===== src/rtl/roulette_timer.sv =====
// Prescaled up-counter with autoreload wrap and interrupt pulse.
// Time base for the Roulette game controller.
module roulette_timer #(
  parameter int WIDTH = 32
) (
  input  logic             clk,
  input  logic             rst,
  input  logic [WIDTH-1:0] tim_prescaler,
  input  logic [WIDTH-1:0] tim_autoreload,
  input  logic             tim_clear,
  input  logic             tim_enable,
  input  logic             tim_mode,
  output logic [WIDTH-1:0] tim_count,
  output logic             timer_int,
  output logic             tim_running
);

  typedef enum logic [1:0] {
    IDLE,
    RUN,
    DONE
  } state_t;

  state_t           state;
  state_t           state_n;
  logic [WIDTH-1:0] psc_cnt;
  logic [WIDTH-1:0] psc_n;
  logic [WIDTH-1:0] count_n;
  logic             int_n;
  logic             done;
  logic             done_n;
  logic             tick;

  assign done        = (state == DONE);
  assign tim_running = (state == RUN);

  always_comb begin
    psc_n   = psc_cnt;
    count_n = tim_count;
    int_n   = 1'b0;
    done_n  = done;
    tick    = 1'b0;
    if (tim_clear) begin
      psc_n   = '0;
      count_n = '0;
      done_n  = 1'b0;
    end else if (tim_enable && !done) begin
      if (psc_cnt >= tim_prescaler) begin
        psc_n = '0;
        tick  = 1'b1;
      end else begin
        psc_n = psc_cnt + WIDTH'(1);
      end
      if (tick) begin
        if (tim_count >= tim_autoreload) begin
          count_n = '0;
          int_n   = 1'b1;
          if (!tim_mode) begin
            done_n = 1'b1;
          end
        end else begin
          count_n = tim_count + WIDTH'(1);
        end
      end
    end else if (!tim_enable) begin
      done_n = 1'b0;
    end
    // Status follows the post-edge done flag
    if (done_n) begin
      state_n = DONE;
    end else if (tim_enable) begin
      state_n = RUN;
    end else begin
      state_n = IDLE;
    end
  end

  always_ff @(posedge clk) begin
    if (rst) begin
      state     <= IDLE;
      psc_cnt   <= '0;
      tim_count <= '0;
      timer_int <= 1'b0;
    end else begin
      state     <= state_n;
      psc_cnt   <= psc_n;
      tim_count <= count_n;
      timer_int <= int_n;
    end
  end

endmodule


===== config.mk =====
export PLATFORM = sky130hd
export DESIGN_NAME = roulette_timer
export DESIGN_NICKNAME = d
export VERILOG_FILES = /design/src/rtl/roulette_timer.sv
export SDC_FILE = /design/constraint.sdc
export NUM_CORES = 1
export LEC_CHECK = 0
export CAP_MARGIN = 30
export CORE_ASPECT_RATIO = 1.1
export CORE_MARGIN = 2
export CORE_UTILIZATION = 45
export DETAILED_ROUTE_END_ITERATION = 8
export GPL_TIMING_DRIVEN = 0
export PLACE_DENSITY = 0.72
export SLEW_MARGIN = 10
export SYNTH_ARGS = -nofsm -noshare
export SYNTH_HDL_FRONTEND = slang
export SYNTH_SLANG_ARGS = --single-unit

===== constraint.sdc =====
create_clock -name clk -period 3.8 [get_ports clk]
set_input_delay 0.38 -clock clk [delete_from_list [all_inputs] [get_ports clk]]
set_output_delay 0.38 -clock clk [all_outputs]
set_load 0.03 [all_outputs]

Word level (Yosys, flattened, before mapping)
Index checks and enable logic that the tools add are counted.
- order comparisons: 2
- eq/ne operators: 2
- mux-type cells: 14
- bitwise gates (word level): 2
- $add $sub $neg: 2
- reduce and logical (&&, ||, !) cells: 6
- operators with widths (operator ; number):
    $add A32 B1 Y32 const B ; 2
    $ge A32 B32 Y1 ; 2
    $mux W32 ; 2
    $mux W1 ; 11
    $reduce_or A2 Y1 ; 2
    $reduce_or A4 Y1 ; 1
    $eq A2 B1 Y1 const B ; 1
    $eq A2 B2 Y1 const B ; 1
    $mux W2 ; 1
    $not A1 Y1 ; 2
    $reduce_and A2 Y1 ; 1
    $logic_and A1 B1 Y1 ; 1
    $logic_not A1 Y1 ; 1
- bits in registers: 67
- word-level logic and storage cells: 33
- output and inout port bits: 34

Longest topological paths before layout
Gate-level depths: netlist (run 1).
- depth in word-level cells: 9
- mapped depth: 10
- depth with buffers taken out: 9

Worst setup path after synthesis (run 1)
Ideal clock, no wire load.
- kind: input-to-reg
- start point: input port tim_prescaler[13]
- end point: register tim_count[19]
- required time: 3.696 ns
- stages on the path: 10
- setup time: 0.104 ns
- arrival time: 2.464 ns
- slack: 1.232 ns
- cells stage by stage: inv_1 > ha_1 > a21oi_1 > o21ai_1 > a2111oi_4 > o21ai_4 > a32oi_1 > buf_6 > mux2_4 > a2111oi_2
- cells in the longest elaborated chain, start to end: 5
- RTL lines (item ; RTL line ; RTL):
    start: declaration ; 8 ; input logic [WIDTH-1:0] tim_prescaler,
    $ge A32 B32 Y1 ; 48 ; if (psc_cnt >= tim_prescaler) begin
    $mux W1 ; 48 ;
    $mux W1 ; 47 ; end else if (tim_enable && !done) begin
    $mux W1 ; 43 ; if (tim_clear) begin
    $reduce_and A2 Y1 (no source line) ; - ;
    end signal: assignment ; 87 ; tim_count <= count_n;
    end: declaration ; 13 ; output logic [WIDTH-1:0] tim_count,
No other way between the ends. The select of a mux whose other input is x is not followed.
A chain may end at the register's enable or synchronous reset.

Final worst setup path (run 1)
- start point: input port tim_autoreload[2]
- end point: register tim_count[27]
- cells in the longest elaborated chain, start to end: 2
- RTL lines (item ; RTL line ; RTL):
    start: declaration ; 9 ; input logic [WIDTH-1:0] tim_autoreload,
    $ge A32 B32 Y1 ; 55 ; if (tim_count >= tim_autoreload) begin
    $mux W32 ; 55 ;
No other way between the ends.

==> results.cfg, run 1 <==
[floorplanning]
start_util_pct = 45.5
fp.dieArea_sq_um = 11800
rows = 40
core_sq_um = 10800
dieWidth_um = 104
die_y_um = 114
num_io_pins = 103

[routing]
totalWireLength_um = 11900
viasPerCell = 5.33
drcViolationCount = 0
wire_per_inst_um = 13.8
ant_nets = 0
first_iter_violations = 157
vias = 4584
drtPass1Iterations = 4

[yosys]
synthSimpleGateAreaFrac_pct = 22.3
ys.flop_type = dfxtp_1
synth_seq_cells = 67
synth_xor_area_share_pct = 6.05
synth_edf_count = 0
synth_compound_area_share_pct = 16.1
syn-num-nets = 730
yosys_warnings = 0
syn_avg_cell_area_sq_um = 8.27
netlist_instances = 595
async_reset_ff_share_pct = 0
synth_top_family_by_area = simple AND/OR/NAND/NOR gates
syn_area_sq_um = 4920
synthMuxAreaShare_pct = 4.27
yosysUniqueCellTypes = 61
ys_seq_area_share_pct = 27.3
synth_fa_ha_area_share_pct = 16.8

[sta]
rsz0062_at_grt = false
drv_slew = 0
slew_headroom_pct = 49.3
setup_tns_ns = 0
finalHoldViolations = 0
period_share_pct = 79.3
setup_viol = 0
clock_skew_ns = 0.00796
worst_pin_slew_ns = 0.755
finalCriticalPeriod_ns = 3.02
fmax_ghz = 0.332

[placed_design]
dp.cells = 844
dp_hpwl_um = 9290
post_dp_cell_area_sq_um = 6120
gp_congestion = 0.814
io_buffers = 102

[global_routing]
grtUsageTotal_pct = 20.7
grt_pass1_wl_um = 20300
overflow = 0
gr-usage-met2_pct = 37.5
grt_use_met3_pct = 3.83
top_usage_layer = met2
grt_max_degree = 11
grtUsageMet1_pct = 24.9
antenna_found_initial = 0
grt_pass1_vias = 4514

[worst_setup_path]
path_cells = clkdlybuf4s50_1, inv_1, ha_1, nand2_1, o21ai_0, a31oi_1, o31ai_1, a31oi_1, a21oi_2, clkbuf_1, nor3_1
worstSetupPathType = in -> reg
slowest_stage = o31ai_1
critPathMaxFanout = 10
critPathArrivalTime_ns = 3.19
max_stage_delay_ns = 0.46
startpoint_type = input port
crit_path_end_kind = register
path_common_cell = a31oi_1
required_ns = 3.98

[final_layout]
n_fill_cell = 967
diodes = 0
final_nets = 843
final_core_util_pct = 59.4
stdcell_area_sq_um = 6420
drive_gt1_share_pct = 6.17
area_delta_synth_final_pct = 30.4
seq_area_sq_um = 1340
multi_input_area_sq_um = 3220
stdcell_count = 860

[clocking]
cts-root-buf = clkbuf_16
cts_hold_buf = 0
clk_pin_slew_worst_paths_ns = 0.05
cts_resized = 0
cts_made_buffers = 9
postCtsSetupRepairBufs = 0
clkSinkCount = 67
tritoncts = built
htreeDepth = 3
clock_latency_ns = 0.33
cts_buffer_depth = 2

[run]
maxCapViolCount = 0

[status]
status = finished clean

[pwr]
clock_power_share_pct = 48.1
p_int_mw = 1.31
combPwrFrac_pct = 9.7
p_per_area_nw_per_um2 = 260
p_sw_uw = 359
p_leak_nw = 2.80
ir_worst_vdd_mv = 0.142
seq_power_share_pct = 42.2
swShare_pct = 21.5

[hold_path]
holdCritPathClass = reg -> reg
-- registers in the layout, summed over array words and instances, names as in the netlist --
signal,count
psc_cnt,32
tim_count,32
state,2
timer_int,1
-- path summary, 6_finish.rpt --
| path | from | endpoint | slack [ns] | cells past startpoint |
|---|---|---|---|---|
| min reg2reg | psc_cnt[1] | psc_cnt[1] | 0.52 | 2 |
| min | psc_cnt[1] | psc_cnt[1] | 0.52 | 2 |
| max | tim_autoreload[2] | tim_count[27] | 0.78 | 11 |
| max reg2reg | tim_count[0] | tim_count[27] | 0.83 | 10 |
-- cell usage in the layout (no fill, tap or decap), types with 20 or more instances in the layout --
cell / instances
ha_1: 66
dfxtp_1: 67
xor2_1: 25
nor2_1: 51
nor3_1: 21
a21oi_1: 30
inv_1: 75
nand2_1: 44
clkdlybuf4s50_1: 102
o21ai_0: 26
nand3_1: 25
nand4_1: 20
-- Yosys cell counts (all sizes together), types with 3 or more instances --
cell / number / area share, %
inv: 75 / 5.7
dfxtp: 67 / 27
ha: 66 / 17
nor2: 52 / 4.1
nand2: 45 / 3.5
a21oi: 31 / 3.2
o21ai: 28 / 3.1
nand3: 25 / 2.5
xor2: 25 / 4.5
nor3: 22 / 2.3
nand4: 21 / 2.8
mux2i: 18 / 3.7
a211oi: 10 / 1.6
clkbuf: 10 / 0.76
xnor2: 9 / 1.6
and2: 8 / 1.0
and3: 8 / 1.0
nor4: 8 / 1.1
o31ai: 8 / 1.2
a2111oi: 6 / 2.3
or4: 6 / 0.99
buf: 5 / 0.79
nor2b: 5 / 0.64
a211o: 4 / 0.74
and4: 4 / 0.71
nand2b: 4 / 0.71
a22oi: 3 / 1.1
a31oi: 3 / 0.38
o211ai: 3 / 0.46
-- power by group through the flow --
stage	sequential [mW]	combinational, mW	clock (mW)
2_1_floorplan	0.720	0.0704	0
3_3_place_gp	0.720	0.157	0
3_5_place_dp	0.720	0.162	0
4_1_cts	0.705	0.163	0.812
5_1_grt	0.705	0.181	0.837
6_report	0.705	0.162	0.803
-- area by class of cell --
cell class                 instances  share of cell area [%]
multi-input combinational        438                    50.2
sequential                        67                    20.9
timing repair buffer             102                    15.9
clock buffer                      15                    4.48
inverter                          75                    4.39
tap                              147                    2.87
buffer                            15                    1.19
clock inverter                     1                  0.0780
-- routing by layer --
layer,vias up,share of wire (%),routed length [um]
met1,2119,45,5320
met4,0,1.3,159
met5,-,0,0
li1,2326,-,-
met3,15,5.2,616
met2,124,49,5810
-- kinds of logic (layout without fill, tap and decap cells) --
family,after synthesis,in the layout
AOI/OAI and AO/OA,105,105
xor gates and xnor gates,34,34
adders and majority gates,66,66
buffers and inverters,90,208
DFF,67,67
muxes,20,20
and+or+nand+nor,213,213
-- per-stage QoR --
stage	setup slack [ns]	total power [mW]	hold slack [ns]
5_1_grt	0.606	1.72	0.544
3_3_place_gp	0.431	0.877	0.495
6_report	0.785	1.67	0.516
3_5_place_dp	0.397	0.882	0.519
2_1_floorplan	1.23	0.790	0.461
4_1_cts	0.737	1.68	0.525
-- worst max-delay path: cells and delay by family --
kind	cells	cell delay, ns
buffers and inverters	3	0.95
AND/OR/NAND/NOR	2	0.19
adder cells (fa/ha/maj)	1	0.29
AO/OA/AOI/OAI	5	1.39
Note: power is estimated with default switching activity, not from simulation.
==> run 2, diff against run 1 <==
- clock period: 3.8 -> 2.8 ns (I/O delays scaled with it)
==> run 2 against run 1 <==
Sequential power is 36% higher. Clock power up 36%. Critical path depth increased by 1. Clock skew is 0.0013 ns higher. Cell area up 3.2%. Global-route usage rose by 0.13 points. Flip-flop and latch count did not move. Register-to-register slack got worse by 0.67 ns. Worst hold slack gained 0.0031 ns. First-iteration DRC count is 39% higher. Core utilization is 1.9 points higher. Critical path type unchanged.
==> results.cfg, run 2 (synthesis results as in run 1) <==
[global_routing]
grt_pass1_vias = 4549
grt_max_degree = 11
grt_pass1_wl_um = 20400
overflow = 0
antenna_found_initial = 0
grtUsageTotal_pct = 20.8

[sta]
finalHoldViolations = 0
slew_headroom_pct = 50.0
drv_slew = 0
holdWs_ns = 0.519
finalCriticalPeriod_ns = 2.71
fmax_ghz = 0.370
setup_viol = 0
period_share_pct = 96.6
worst_pin_slew_ns = 0.744
finalWorstSetupSlack_ns = 0.0949
clock_skew_ns = 0.00927

[clocking]
clkSinkCount = 67
tritoncts = built
clock_latency_ns = 0.33
cts_hold_buf = 0
cts-root-buf = clkbuf_16
cts_made_buffers = 9
cts_buffer_depth = 2
clk_pin_slew_worst_paths_ns = 0.05
htreeDepth = 3

[pwr]
ir_worst_vdd_mv = 0.195
p_per_area_nw_per_um2 = 343
p_leak_nw = 2.90

[final_layout]
area_delta_synth_final_pct = 34.7
final_core_util_pct = 61.3
drive_gt1_share_pct = 10.4
stdcell_count = 876
largestRegisters = psc_cnt: 32 flops, tim_count: 32 flops, state: 2 flops
diodes = 0
layout_commonest_cell = clkdlybuf4s50_1
stdcell_area_sq_um = 6630
final_nets = 859
final_cell_mix = clkdlybuf4s50_1 (102), inv_1 (75), dfxtp_1 (66)

[worst_setup_path]
worst-path-buf-inv = 4
worstSetupPathType = in -> reg
r2r_setup_slack_ns = 0.16
critPathArrivalTime_ns = 2.90
critPathMaxFanout = 7
cp_top_family = compound AO/OA/AOI/OAI gates
slowest_stage = o211ai_1
path_cells = clkdlybuf4s50_1, inv_1, ha_1, a21oi_2, o21ai_2, o211ai_1, buf_4, nor2_1, a22oi_2, buf_4, xnor2_1, nor3_1
required_ns = 2.99
crit_path_end_kind = register
path_common_cell = buf_4
startpoint_type = input port
max_stage_delay_ns = 0.47

[placed_design]
gp_congestion = 0.814
dp_slack_ns = -0.503
post_dp_cell_area_sq_um = 6120
dp.cells = 844
io_buffers = 102
dp_hpwl_um = 9290

[routing]
totalWireLength_um = 12300
first_iter_violations = 219
wire_per_inst_um = 14.1
drtPass1Iterations = 5
vias = 4688
drcViolationCount = 0
viasPerCell = 5.35
ant_nets = 0

[floorplanning]
rows = 40
start_util_pct = 45.5
core_sq_um = 10800
num_io_pins = 103
dieWidth_um = 104
die_y_um = 114
fp.dieArea_sq_um = 11800

[run]
maxCapViolCount = 0

[status]
status = finished clean

[hold_path]
holdCritPathClass = reg -> reg
run 2: layer usage:
| layer | track usage [%] | vias up | share of wire (%) |
|---|---|---|---|
| met5 | 0 | - | 0 |
| met3 | 3.66 | 19 | 4.7 |
| met4 | 6.67 | 0 | 1.8 |
| met1 | 25.3 | 2174 | 44 |
| met2 | 37.7 | 132 | 49 |
| li1 | - | 2363 | - |
run 2: worst reg2reg max path: cells and delay by family, from the launching register on:
family	cells	cell delay (ns)
buffers and inverters	2	0.24
flip-flops	1	0.35
AND/OR/NAND/NOR	1	0.14
AO/OA/AOI/OAI	5	1.21
multiplexers	1	0.34
adder cells (fa/ha/maj)	1	0.28
run 2: timing repair:
| item | 4_1_cts | 5_1_grt |
|---|---|---|
| cloned | 0 | 1 |
| setup endpoints to repair | 29 | 61 |
| hold endpoints to repair | 0 | 0 |
| buffers inserted | 7 | 8 |
| gates resized for setup | 3 | 31 |
| pin swaps | 3 | 10 |
run 2: per-stage QoR:
stage               total power, mW  setup TNS [ns]
floorplan                      1.07               0
global placement               1.19          -16.38
detailed placement             1.20          -18.17
CTS                            2.28               0
global route                   2.34         -0.0101
finish                         2.27               0
run 2: final timing paths:
check,cells after the start,to,from
max,12,tim_count[3],tim_prescaler[13]
max reg2reg,10,tim_count[22],psc_cnt[0]
min reg2reg,2,psc_cnt[1],psc_cnt[1]
min,2,psc_cnt[1],psc_cnt[1]
run 2: cell type report:
type                       instances  area [sq um]
inverter                          75           282
tap                              147           184
fill                             946          4190
sequential                        67          1340
multi-input combinational        438          3290
timing repair buffer             118          1140
clock inverter                     1          5.00
buffer                            15          93.8
clock buffer                      15           288
run 2: power breakdown:
group,switching (mW),internal [mW]
Clock,0.393,0.695
Sequential,0.00139,0.956
Combinational,0.0951,0.129
